[config.mk]
export PLATFORM = sky130hd
export DESIGN_NAME = ddr_launch_ctrl
export DESIGN_NICKNAME = d
export VERILOG_FILES = /design/src/rtl/ddr_launch_ctrl_pkg.sv /design/src/rtl/ddr_launch_ctrl_req_glitch_filter.sv /design/src/rtl/ddr_launch_ctrl.sv
export SDC_FILE = /design/constraint.sdc
export NUM_CORES = 1
export LEC_CHECK = 0
export CAP_MARGIN = 20
export CELL_PAD_IN_SITES_DETAIL_PLACEMENT = 1
export CELL_PAD_IN_SITES_GLOBAL_PLACEMENT = 2
export CORE_MARGIN = 2
export CORE_UTILIZATION = 30
export DETAILED_ROUTE_END_ITERATION = 8
export PLACE_DENSITY = 0.82
export SYNTH_ARGS = -nofsm -noshare
export SYNTH_HDL_FRONTEND = slang
export SYNTH_SLANG_ARGS = --single-unit
[constraint.sdc]
create_clock -name clk_ddr -period 1.7 [get_ports clk_ddr]
set_input_delay 0.255 -clock clk_ddr [delete_from_list [all_inputs] [get_ports clk_ddr]]
set_output_delay 0.255 -clock clk_ddr [all_outputs]
set_load 0.02 [all_outputs]
[src/rtl/ddr_launch_ctrl_pkg.sv]
// ddr_launch_ctrl_pkg
// Purpose: shared definitions for the DDR-domain CGRA launch controller.
//   - state_e: launch FSM state encodings (3-bit)
//   - DEF_*  : default parameter values for the filter length and run timeout
package ddr_launch_ctrl_pkg;

  localparam int unsigned DEF_FILTER_LEN = 2;
  localparam int unsigned DEF_TIMEOUT_W  = 16;
  localparam int unsigned DEF_TIMEOUT    = 32'h0000_FFFF;

  typedef enum logic [2:0] {
    ST_IDLE   = 3'd0,
    ST_FILTER = 3'd1,
    ST_LAUNCH = 3'd2,
    ST_RUN    = 3'd3,
    ST_ACK    = 3'd4
  } state_e;

endpackage

[src/rtl/ddr_launch_ctrl_req_glitch_filter.sv]
// ddr_launch_ctrl_req_glitch_filter
// Purpose: counts consecutive high request samples while the launch FSM is
// filtering, and flags when the required run length has been reached.
// Ports:
//   clk    in  clock (posedge)
//   rst    in  synchronous active-high reset
//   load   in  restart the count at 1 (first high sample already seen)
//   inc    in  count one more high sample (saturates at FILTER_LEN)
//   full_c out count == FILTER_LEN (combinational from the count register)
module ddr_launch_ctrl_req_glitch_filter
  import ddr_launch_ctrl_pkg::*;
#(
  parameter int unsigned FILTER_LEN = DEF_FILTER_LEN
) (
  input  logic clk,
  input  logic rst,
  input  logic load,
  input  logic inc,
  output logic full_c
);

  localparam int unsigned CNT_W = $clog2(FILTER_LEN + 1);

  logic [CNT_W-1:0] cnt;

  // Consecutive-high sample counter
  always_ff @(posedge clk) begin
    if (rst) begin
      cnt <= '0;
    end else if (load) begin
      cnt <= CNT_W'(1);
    end else if (inc && !full_c) begin
      cnt <= cnt + CNT_W'(1);
    end
  end

  assign full_c = (cnt == CNT_W'(FILTER_LEN));

endmodule

[src/rtl/ddr_launch_ctrl.sv]
// ddr_launch_ctrl
// Purpose: glitch-filters the synchronized CPU request, fires a one-cycle
// CGRA start pulse, times the run until done or timeout, and returns a
// 4-phase acknowledge level to the CPU side.
// Ports:
//   clk_ddr     in  DDR-domain clock (posedge)
//   rst_ddr     in  synchronous active-high reset
//   req_sync    in  synchronized 4-phase request level
//   cgra_done   in  CGRA completion, only honoured in RUN
//   cgra_start  out one-cycle launch pulse
//   busy        out high in LAUNCH and RUN
//   done_ack    out 4-phase acknowledge level
//   timeout_err out last run was ended by timeout
//   run_cycles  out RUN cycles spent by the last run
module ddr_launch_ctrl
  import ddr_launch_ctrl_pkg::*;
#(
  parameter int unsigned FILTER_LEN = DEF_FILTER_LEN,
  parameter int unsigned TIMEOUT_W  = DEF_TIMEOUT_W,
  parameter int unsigned TIMEOUT    = DEF_TIMEOUT
) (
  input  logic                 clk_ddr,
  input  logic                 rst_ddr,
  input  logic                 req_sync,
  input  logic                 cgra_done,
  output logic                 cgra_start,
  output logic                 busy,
  output logic                 done_ack,
  output logic                 timeout_err,
  output logic [TIMEOUT_W-1:0] run_cycles
);

  state_e               state, state_nxt;
  logic                 armed, armed_nxt;
  logic [TIMEOUT_W-1:0] run_cnt, run_cnt_nxt;
  logic [TIMEOUT_W-1:0] run_cycles_nxt;
  logic                 timeout_err_nxt;
  logic                 start_nxt, busy_nxt, ack_nxt;
  logic                 filt_load, filt_inc, filt_full;

  ddr_launch_ctrl_req_glitch_filter #(
    .FILTER_LEN (FILTER_LEN)
  ) u_filter (
    .clk    (clk_ddr),
    .rst    (rst_ddr),
    .load   (filt_load),
    .inc    (filt_inc),
    .full_c (filt_full)
  );

  // State, counters and registered outputs
  always_ff @(posedge clk_ddr) begin
    if (rst_ddr) begin
      state       <= ST_IDLE;
      armed       <= 1'b0;
      run_cnt     <= '0;
      cgra_start  <= 1'b0;
      busy        <= 1'b0;
      done_ack    <= 1'b0;
      timeout_err <= 1'b0;
      run_cycles  <= '0;
    end else begin
      state       <= state_nxt;
      armed       <= armed_nxt;
      run_cnt     <= run_cnt_nxt;
      cgra_start  <= start_nxt;
      busy        <= busy_nxt;
      done_ack    <= ack_nxt;
      timeout_err <= timeout_err_nxt;
      run_cycles  <= run_cycles_nxt;
    end
  end

  // Next-state and next-output logic
  always_comb begin
    state_nxt       = state;
    armed_nxt       = armed;
    run_cnt_nxt     = run_cnt;
    run_cycles_nxt  = run_cycles;
    timeout_err_nxt = timeout_err;
    filt_load       = 1'b0;
    filt_inc        = 1'b0;

    unique case (state)
      ST_IDLE: begin
        // A request still high from before reset/ack cannot launch until seen low
        if (!req_sync) begin
          armed_nxt = 1'b1;
        end else if (armed) begin
          state_nxt = ST_FILTER;
          armed_nxt = 1'b0;
          filt_load = 1'b1;
        end
      end
      ST_FILTER: begin
        if (!req_sync) begin
          state_nxt = ST_IDLE;
        end else if (filt_full) begin
          state_nxt       = ST_LAUNCH;
          run_cycles_nxt  = '0;
          timeout_err_nxt = 1'b0;
        end else begin
          filt_inc = 1'b1;
        end
      end
      ST_LAUNCH: begin
        state_nxt   = ST_RUN;
        run_cnt_nxt = TIMEOUT_W'(1);
      end
      ST_RUN: begin
        // Done takes priority over a coincident timeout
        if (cgra_done) begin
          state_nxt       = ST_ACK;
          run_cycles_nxt  = run_cnt;
          timeout_err_nxt = 1'b0;
        end else if (run_cnt == TIMEOUT_W'(TIMEOUT)) begin
          state_nxt       = ST_ACK;
          run_cycles_nxt  = run_cnt;
          timeout_err_nxt = 1'b1;
        end else begin
          run_cnt_nxt = run_cnt + TIMEOUT_W'(1);
        end
      end
      ST_ACK: begin
        if (!req_sync) begin
          state_nxt = ST_IDLE;
          armed_nxt = 1'b1;
        end
      end
      default: begin
        state_nxt = ST_IDLE;
      end
    endcase

    // Outputs are registered copies of the state being entered
    start_nxt = (state_nxt == ST_LAUNCH);
    busy_nxt  = (state_nxt == ST_LAUNCH) || (state_nxt == ST_RUN);
    ack_nxt   = (state_nxt == ST_ACK);
  end

endmodule

== Word level (Yosys, flattened, before mapping) ==
Index checks and enable logic that the tools add are counted.

* Flip-flop bits (word level): 42
* Input bits: 4
* Output and inout bits: 20
* Logic and storage cells: 71

* $add $sub $neg: 2
* Multiplexer cells: 32
* Equality and inequality tests: 15
* Reductions and logical operators: 12

{| class="wikitable"
|+ Operator list
! cell !! number
|-
| 16-bit two-way mux || 6
|-
| 16-bit case mux with 2 select lines || 2
|-
| 3-bit two-way mux || 7
|-
| 16-bit by 1-bit adder with 16-bit output (second input constant) || 1
|-
| 16-bit equality test (second input constant) || 1
|-
| 3-bit case mux with 5 select lines || 1
|-
| 1-bit two-way mux || 14
|-
| 3-bit by 2-bit equality test with 1-bit output (second input constant) || 4
|-
| 2-bit != test (second input constant) || 4
|-
| 2-bit nonzero test || 4
|-
| 3-bit equality test (second input constant) || 2
|-
| 1-bit case mux with 2 select lines || 2
|-
| 4-bit AND reduction || 1
|-
| 3-bit by 1-bit equality test with 1-bit output (second input constant) || 1
|-
| 3-bit logical NOT || 1
|-
| 3-bit != test (second input constant) || 1
|-
| 3-bit AND reduction || 1
|-
| 2-bit by 1-bit adder with 2-bit output (second input constant) || 1
|-
| 2-bit equality test (second input constant) || 1
|-
| 2-bit by 1-bit != test with 1-bit output (second input constant) || 1
|-
| 2-bit AND reduction || 1
|-
| 2-bit OR reduction || 1
|-
| 1-bit logical AND || 1
|-
| 1-bit logical NOT || 1
|-
| 1-bit logical OR || 1
|}

== Depth between registers and ports, before layout ==
Gate-level depths: netlist of the first run.

* Word-level depth: 7
* Depth in mapped cells: 8
* Gate-level depth less buffers: 5

== Modules after synthesis ==
Synthesis of the first run repeated with hierarchy kept, for this count alone.

* Cell total of the unflattened synthesis: 220
* Area, all modules: 1971.9 um^2

{| class="wikitable"
|+ By module, submodules not included
! module !! cells each !! area an instance (um^2) !! seq. area each (um^2) !! times used
|-
| ddr_launch_ctrl || 209 || 1848.0 || 800.8 || 1
|-
| ddr_launch_ctrl_req_glitch_filter || 11 || 123.9 || 40.0 || 1
|}

== Worst setup path before layout of the first run ==
No wires, ideal clock.

* Path kind: register to register
* From: reg run_cnt[0]
* To: reg run_cnt[3]
* Stages on the path, launching flop included: 7
* Setup slack: 0.030 ns
* Data arrival time: 1.600 ns
* Data required time: 1.630 ns
* Setup time: 0.070 ns
* Period minus slack after synthesis: 1.670 ns
* Buffers on the path: 1
* Path through: dfxtp_1 -> ha_1 -> nand3_1 -> o41a_1 -> buf_2 -> a41o_1 -> a21oi_1

* Cells in the longest elaborated chain, start to end: 4
* Elaborated cells between the ends (all ways): 7
* Classes of those cells: add/sub (1); eq/ne (2); mux (3); reduce/logical (1)

{| class="wikitable"
|+ RTL lines
! what !! RTL line !! source
|-
| start, declared || ddr_launch_ctrl.sv:35 || <nowiki>logic [TIMEOUT_W-1:0] run_cnt, run_cnt_nxt;</nowiki>
|-
| start signal, assigned || ddr_launch_ctrl.sv:65 || <nowiki>run_cnt <= run_cnt_nxt;</nowiki>
|-
| 16-bit by 1-bit adder with 16-bit output || ddr_launch_ctrl.sv:121 || <nowiki>run_cnt_nxt = run_cnt + TIMEOUT_W'(1);</nowiki>
|-
| 16-bit two-way mux || ddr_launch_ctrl.sv:116 || <nowiki>end else if (run_cnt == TIMEOUT_W'(TIMEOUT)) begin</nowiki>
|-
| 16-bit two-way mux || ddr_launch_ctrl.sv:112 || <nowiki>if (cgra_done) begin</nowiki>
|-
| 16-bit case mux with 2 select lines || ddr_launch_ctrl.sv:84 || <nowiki>unique case (state)</nowiki>
|}

Several ways; a longest one is shown, not always the timed one. The select of a mux whose other input is x is not followed.
A chain may end at the register's enable or synchronous reset.

== Worst setup path after layout of the first run ==
* From: reg run_cnt[7]
* To: reg run_cycles[0]

* Cells in the longest elaborated chain, start to end: 3

{| class="wikitable"
|+ RTL lines
! what !! RTL line !! source
|-
| 16-bit equality test || ddr_launch_ctrl.sv:116 ||
|-
| 3-bit != test (no line) || - ||
|-
| 4-bit AND reduction (no line) || - ||
|-
| end signal, assigned || ddr_launch_ctrl.sv:70 || <nowiki>run_cycles <= run_cycles_nxt;</nowiki>
|-
| end, declared || ddr_launch_ctrl.sv:30 || <nowiki>output logic [TIMEOUT_W-1:0] run_cycles</nowiki>
|}

No other way between the ends.

==> results of run 1 <==
==> worst max path at each step <==
stage / startpoint / to / slack (ns) / depth (start not counted)
after floorplan: run_cnt[0] / run_cnt[3] / 0.03 / 6
after global placement: req_sync / busy / -0.12 / 5
after detailed placement: req_sync / state[1] / -0.13 / 5
after CTS: run_cnt[1] / run_cnt[6] / 0.003 / 7
after global routing: run_cnt[0] / run_cnt[7] / -0.03 / 6
final: run_cnt[7] / run_cycles[0] / 0.04 / 5
==> layout make-up <==
| cell class | count | area, um^2 | share of cell area (%) |
|---|---|---|---|
| flip-flops and latches | 42 | 868 | 29.0 |
| inverters | 6 | 22.5 | 0.752 |
| repair buffers | 76 | 658 | 22.0 |
| clock inverters | 2 | 13.8 | 0.460 |
| multi-input cells | 164 | 1260 | 42.2 |
| well taps | 77 | 96.3 | 3.22 |
| clock buffers | 6 | 72.6 | 2.42 |
==> through the flow <==
| stage | instance area (um^2) | hold WS [ns] | std cells |
|---|---|---|---|
| after global placement | 2680 | 0.480 | 361 |
| final | 2990 | 0.496 | 373 |
| after global routing | 2990 | 0.513 | 373 |
| after detailed placement | 2680 | 0.497 | 361 |
| after CTS | 2780 | 0.510 | 369 |
| after floorplan | 2030 | 0.355 | 228 |
==> per-layer routing <==
metal	GRT usage, %	vias to the layer above
li1	-	1000
met1	22.8	987
met2	29.3	36
met3	2.86	6
met4	4.40	0
met5	0	-
==> kinds of logic after synthesis <==
logic type / count (synthesis) / synth area share (%)
adders and majority gates: 2 / 1.23
and+or+nand+nor: 80 / 24.4
AOI/OAI and AO/OA: 75 / 25.1
muxes: 7 / 3.51
buffers and inverters: 22 / 4.37
DFF: 42 / 41.4
==> worst max-delay path, cell delays in order, from the launching register on <==
cell and delay (ns):
dfxtp_4 0.38, nand4_4 0.19, o41a_1 0.49, buf_12 0.17, o211ai_1 0.20, a21oi_1 0.12
==> report_power, final <==
part | internal [W] | total [W] | leakage (nW) | switching (W)
Combinational | 0.0000559 | 0.000116 | 0.667 | 0.0000600
Sequential | 0.000978 | 0.000982 | 0.346 | 0.00000397
Clock | 0.000291 | 0.000671 | 0.0452 | 0.000380
Total | 0.00132 | 0.00177 | 1.06 | 0.000444
==> registers in the layout (all words and copies together), names as in the netlist <==
name,count
run_cnt,16
cgra_start,1
busy,1
armed,1
state,3
done_ack,1
timeout_err,1
u_filter.cnt,2
run_cycles,16
==> layout by cell type, fill, tap and decap left out, types with 4 or more instances in the layout <==
master	instances
dfxtp_2	4
clkbuf_8	5
a21oi_1	10
nand2_1	15
dfxtp_1	32
nand3_1	9
o211ai_1	16
o21ai_0	14
dfxtp_4	6
nor2_1	5
clkdlybuf4s50_1	23
buf_4	48
o31ai_2	4
a21oi_2	4
nand2b_1	12
inv_1	6
mux2i_1	6
or3_1	7
==> what timing repair did <==
action	4_1_cts	5_1_grt
pin swaps	1	5
resized for setup	4	45
setup buffers	0	4
cloned	0	0
endpoints found under the setup margin	19	35
==> results.yml, run 1 <==
floorplanning:
  dieArea_um2: 7440
  die_w_um: 86.3
  core-area_um2: 6460
  rows: 29
  fp.dieH_um: 86.3
  initial_utilization_pct: 31.4
  io_pins: 24
clock_network:
  clk_path_buf_depth: 2
  clkSinkCount: 42
  tritoncts: "done"
  numCtsBuffers: 5
  cts_root_buf: "clkbuf_8"
  path_clk_slew_ns: 0.09
  cts-hold-fix-buffers: 0
  htree_levels: 2
  clock_latency_ns: 0.30
worst_setup_path:
  r2r-end: "run_cycles[0]"
  cp_max_fo: 20
  timing.rr.start: "run_cnt[7]"
  critPathArrivalTime_ns: 1.85
  crit_path_end_kind: "register"
  worstPathRequired_ns: 1.88
  r2r_cells: 5
  start_kind: "register"
  regToRegSetupSlack_ns: 0.04
  worstSetupPathType: "reg -> reg"
finish:
  final_net_count: 301
  drive_gt1_share_pct: 34.1
  utilization_pct: 46.4
  fillers: 755
  n_antenna_cell: 0
  area_growth_pct: 47.4
grt:
  grt_pass1_vias: 2124
  grt_pass1_wl_mm: 10.3
  grt_max_degree: 21
  grt.total_usage_pct: 17.2
  grt.overflow.total: 0
  antenna_found_initial: 0
route:
  first_iter_violations: 95
  top_layer: "met4"
  firstDrtPassIters: 4
  drc: 0
  postRouteAntennaNets: 0
  vias: 2029
  routedLengthMet1_mm: 2.96
  wl_met2_mm: 3.12
  wire_per_inst_um: 17.0
  drt-total-wl_mm: 6.34
  viasPerCell: 5.44
  route.met3.wl_um: 191
power_and_ir_drop:
  peakVddDrop_mv: 0.311
  p_total_w: 0.00177
  p_leak_nw: 1.06
  p_per_area_nw_per_um2: 591
yosys:
  synth_common_cells: "dfxtp_1 (42), o21ai_0 (17), o211ai_1 (16), nand2_1 (15), a21oi_1 (14)"
  synthFlopType: "dfxtp_1"
  ys_types: 46
  synthTopCellsByArea: "dfxtp_1 (41%), o211ai_1 (5.9%), o21ai_0 (4.2%), nand2b_1 (3.7%), a21oi_1 (3.5%)"
  ys_warn_count: 0
  synth_edf_count: 0
  syn_area_per_cell_um2: 8.91
  synth_top_cell_by_area: "dfxtp_1"
  async_flop_share_pct: 0
  netlist_area_um2: 2030
  ys_ff_latch: 42
  synth.most_common_cell: "dfxtp_1"
  synthCells: 228
  synth_top_cell_area_share_pct: 41.4
  syn_nets: 234
  yosysSeqAreaShare_pct: 41.4
placement:
  gp_congestion: 0.801
  dp_slack_ns: -0.125
  dp_hpwl_mm: 4.50
  port-buffer-count: 23
sta:
  setup_viol: 0
  fin_setup_tns_ns: 0
  max_freq_ghz: 0.601
  fin_crit_sh_pct: 97.8
  skew_ns: 0.0128
  layout_setup_ws_ns: 0.0368
  maxSlewHeadroom_pct: 63.3
  finalHoldViolCount: 0
  rsz0062_at_grt: "true"
  drv_slew: 0
  period_needed_ns: 1.66
  tightestPinTransition_ns: 0.548
worst_hold_path:
  holdPathStages: 2
  hp-start: "run_cycles[12]"
  min_to: "run_cycles[12]"
  hold_path_class: "reg -> reg"
run:
  maxCapViolations: 0
outcome:
  status: "finished clean"
No activity file was read; power rests on OpenSTA's default activity.
==> run 2: changes to the inputs <==
--- a/config.mk
+++ b/config.mk
@@ -9,9 +9,10 @@
 export CELL_PAD_IN_SITES_DETAIL_PLACEMENT = 1
 export CELL_PAD_IN_SITES_GLOBAL_PLACEMENT = 2
 export CORE_MARGIN = 2
-export CORE_UTILIZATION = 30
+export CORE_UTILIZATION = 34
 export DETAILED_ROUTE_END_ITERATION = 8
-export PLACE_DENSITY = 0.82
+export GPL_ROUTABILITY_DRIVEN = 0
+export PLACE_DENSITY = 0.87
 export SYNTH_ARGS = -nofsm -noshare
 export SYNTH_HDL_FRONTEND = slang
 export SYNTH_SLANG_ARGS = --single-unit
==> constraint.sdc (replaced) <==
create_clock -name clk_ddr -period 1.8 [get_ports clk_ddr]
set_input_delay 0.27 -clock clk_ddr [delete_from_list [all_inputs] [get_ports clk_ddr]]
set_output_delay 0.27 -clock clk_ddr [all_outputs]
set_load 0.02 [all_outputs]
==> results.yml, run 2 (synthesis gave the netlist of run 1 again) <==
sta:
  period_needed_ns: 1.73
  drv_slew: 0
  skew_ns: 0.0105
  tightestPinTransition_ns: 0.481
  hold_ws_ns: 0.495
  fin_setup_tns_ns: 0
  setup_viol: 0
  max_freq_ghz: 0.579
  finalHoldViolCount: 0
  maxSlewHeadroom_pct: 67.8
  fin_crit_sh_pct: 96.0
power_and_ir_drop:
  cellInternalPower_w: 0.00140
  p_comb_share_pct: 5.8
  peakVddDrop_mv: 0.308
  clockPowerShare_pct: 42.5
  swShare_pct: 22.9
  p_per_area_nw_per_um2: 659
  p_leak_nw: 0.963
  seqPwrFrac_pct: 51.7
  p_sw_w: 0.000414
route:
  wire_per_inst_um: 16.9
  firstDrtPassIters: 4
  drt-total-wl_mm: 6.05
  vias: 1985
  viasPerCell: 5.54
  postRouteAntennaNets: 0
  drc: 0
  first_iter_violations: 61
clock_network:
  clkSinkCount: 42
  cts-hold-fix-buffers: 0
  clk_path_buf_depth: 2
  tritoncts: "done"
  path_clk_slew_ns: 0.09
  htree_levels: 2
  cts_root_buf: "clkbuf_8"
  clock_latency_ns: 0.30
  numCtsBuffers: 5
floorplanning:
  dieArea_um2: 6610
  fp.dieH_um: 81.3
  rows: 28
  core-area_um2: 5850
  die_w_um: 81.3
  io_pins: 24
  initial_utilization_pct: 34.7
placement:
  placed_cells: 348
  port-buffer-count: 23
  dp_hpwl_mm: 4.34
  dpl-instance-area_um2: 2600
grt:
  grt_pass1_wl_mm: 9.87
  grt.overflow.total: 0
  grt_pass1_vias: 1982
  grt_max_degree: 21
  grt.total_usage_pct: 19.2
  antenna_found_initial: 0
worst_setup_path:
  cp_max_fo: 20
  slowest_delay_ns: 0.44
  crit_path_end_kind: "register"
  worstPathRequired_ns: 2.03
  r2r-end: "run_cnt[3]"
  worstSetupPathType: "reg -> reg"
  regToRegSetupSlack_ns: 0.07
  start_kind: "register"
  critPathTopFamily: "compound AO/OA/AOI/OAI gates"
  critPathArrivalTime_ns: 1.96
  timing.rr.start: "run_cnt[0]"
  cp_slowest_cell: "o41a_1"
  worstSetupStartpoint: "run_cnt[0]"
  r2r_cells: 6
  crit_chain: "ha_2 > nand3_2 > o41a_1 > buf_12 > a41o_1 > a21oi_1"
  critPathBufInv: 1
finish:
  postLayoutCellArea_um2: 2750
  n_antenna_cell: 0
  area_growth_pct: 35.2
  instances_no_fill: 358
  top_regs: "run_cnt (16), run_cycles (16), state (3)"
  final_cell_mix: "buf_4 (38), dfxtp_1 (37), clkdlybuf4s50_1 (23)"
  layout_commonest_cell: "buf_4"
  drive_gt1_share_pct: 23.3
  final_net_count: 288
worst_hold_path:
  min_to: "run_cycles[0]"
  hp-start: "run_cycles[0]"
  hold_path_class: "reg -> reg"
  holdPathStages: 2
outcome:
  status: "finished clean"
run:
  maxCapViolations: 0
==> run 2: worst max path at each step <==
stage | cells past startpoint | end
floorplan | 6 | run_cnt[3]
finish | 6 | run_cnt[3]
CTS | 5 | run_cnt[1]
detailed placement | 5 | state[1]
global route | 6 | run_cnt[9]
global placement | 5 | busy
==> run 2: worst reg2reg max path, stage by stage, from the launching register on <==
cell	delay, ns
dfxtp_2	0.34
ha_2	0.21
nand3_2	0.14
o41a_1	0.44
buf_12	0.17
a41o_1	0.24
a21oi_1	0.11
==> run 2: per-layer routing <==
layer,track usage (%),vias to the layer above,routed length [um]
met4,6.10,0,80
met2,32.1,31,2970
met3,3.00,6,179
met5,0,-,0
li1,-,971,-
met1,25.2,977,2820
==> run 2: repair_timing <==
| action | in CTS | in global routing |
|---|---|---|
| setup endpoints to repair | 5 | 26 |
| endpoints found under the hold margin | 0 | 0 |
| gates cloned | 0 | 0 |
| gates resized for setup | 0 | 10 |
| pin swaps | 1 | 5 |
| setup buffers | 0 | 2 |
==> run 2: area by class of cell <==
type,count,area [um^2]
Clock buffer,5,68.8
Clock inverter,3,45.0
Fill cell,683,3100
Inverter,6,22.5
Multi-Input combinational cell,164,1110
Sequential cell,42,847
Tap cell,75,93.8
Timing Repair Buffer,63,556
==> run 2: power by group through the flow <==
| stage | Sequential (W) | Combinational, W | Clock, W |
|---|---|---|---|
| after global placement | 0.000958 | 0.000102 | 0 |
| after floorplan | 0.000956 | 0.0000584 | 0 |
| after detailed placement | 0.000958 | 0.000104 | 0 |
| final | 0.000936 | 0.000104 | 0.000769 |
| after CTS | 0.000936 | 0.000105 | 0.000787 |
| after global routing | 0.000937 | 0.000115 | 0.000806 |
==> run 2: stage by stage <==
stage	util (%)	worst slack (ns)	power, W
finish	46.9	0.0723	0.00181
floorplan	-	0.130	0.00101
CTS	46.4	0.0232	0.00183
global route	46.9	-0.0254	0.00186
detailed placement	44.4	-0.0269	0.00106
global placement	44.4	-0.00704	0.00106
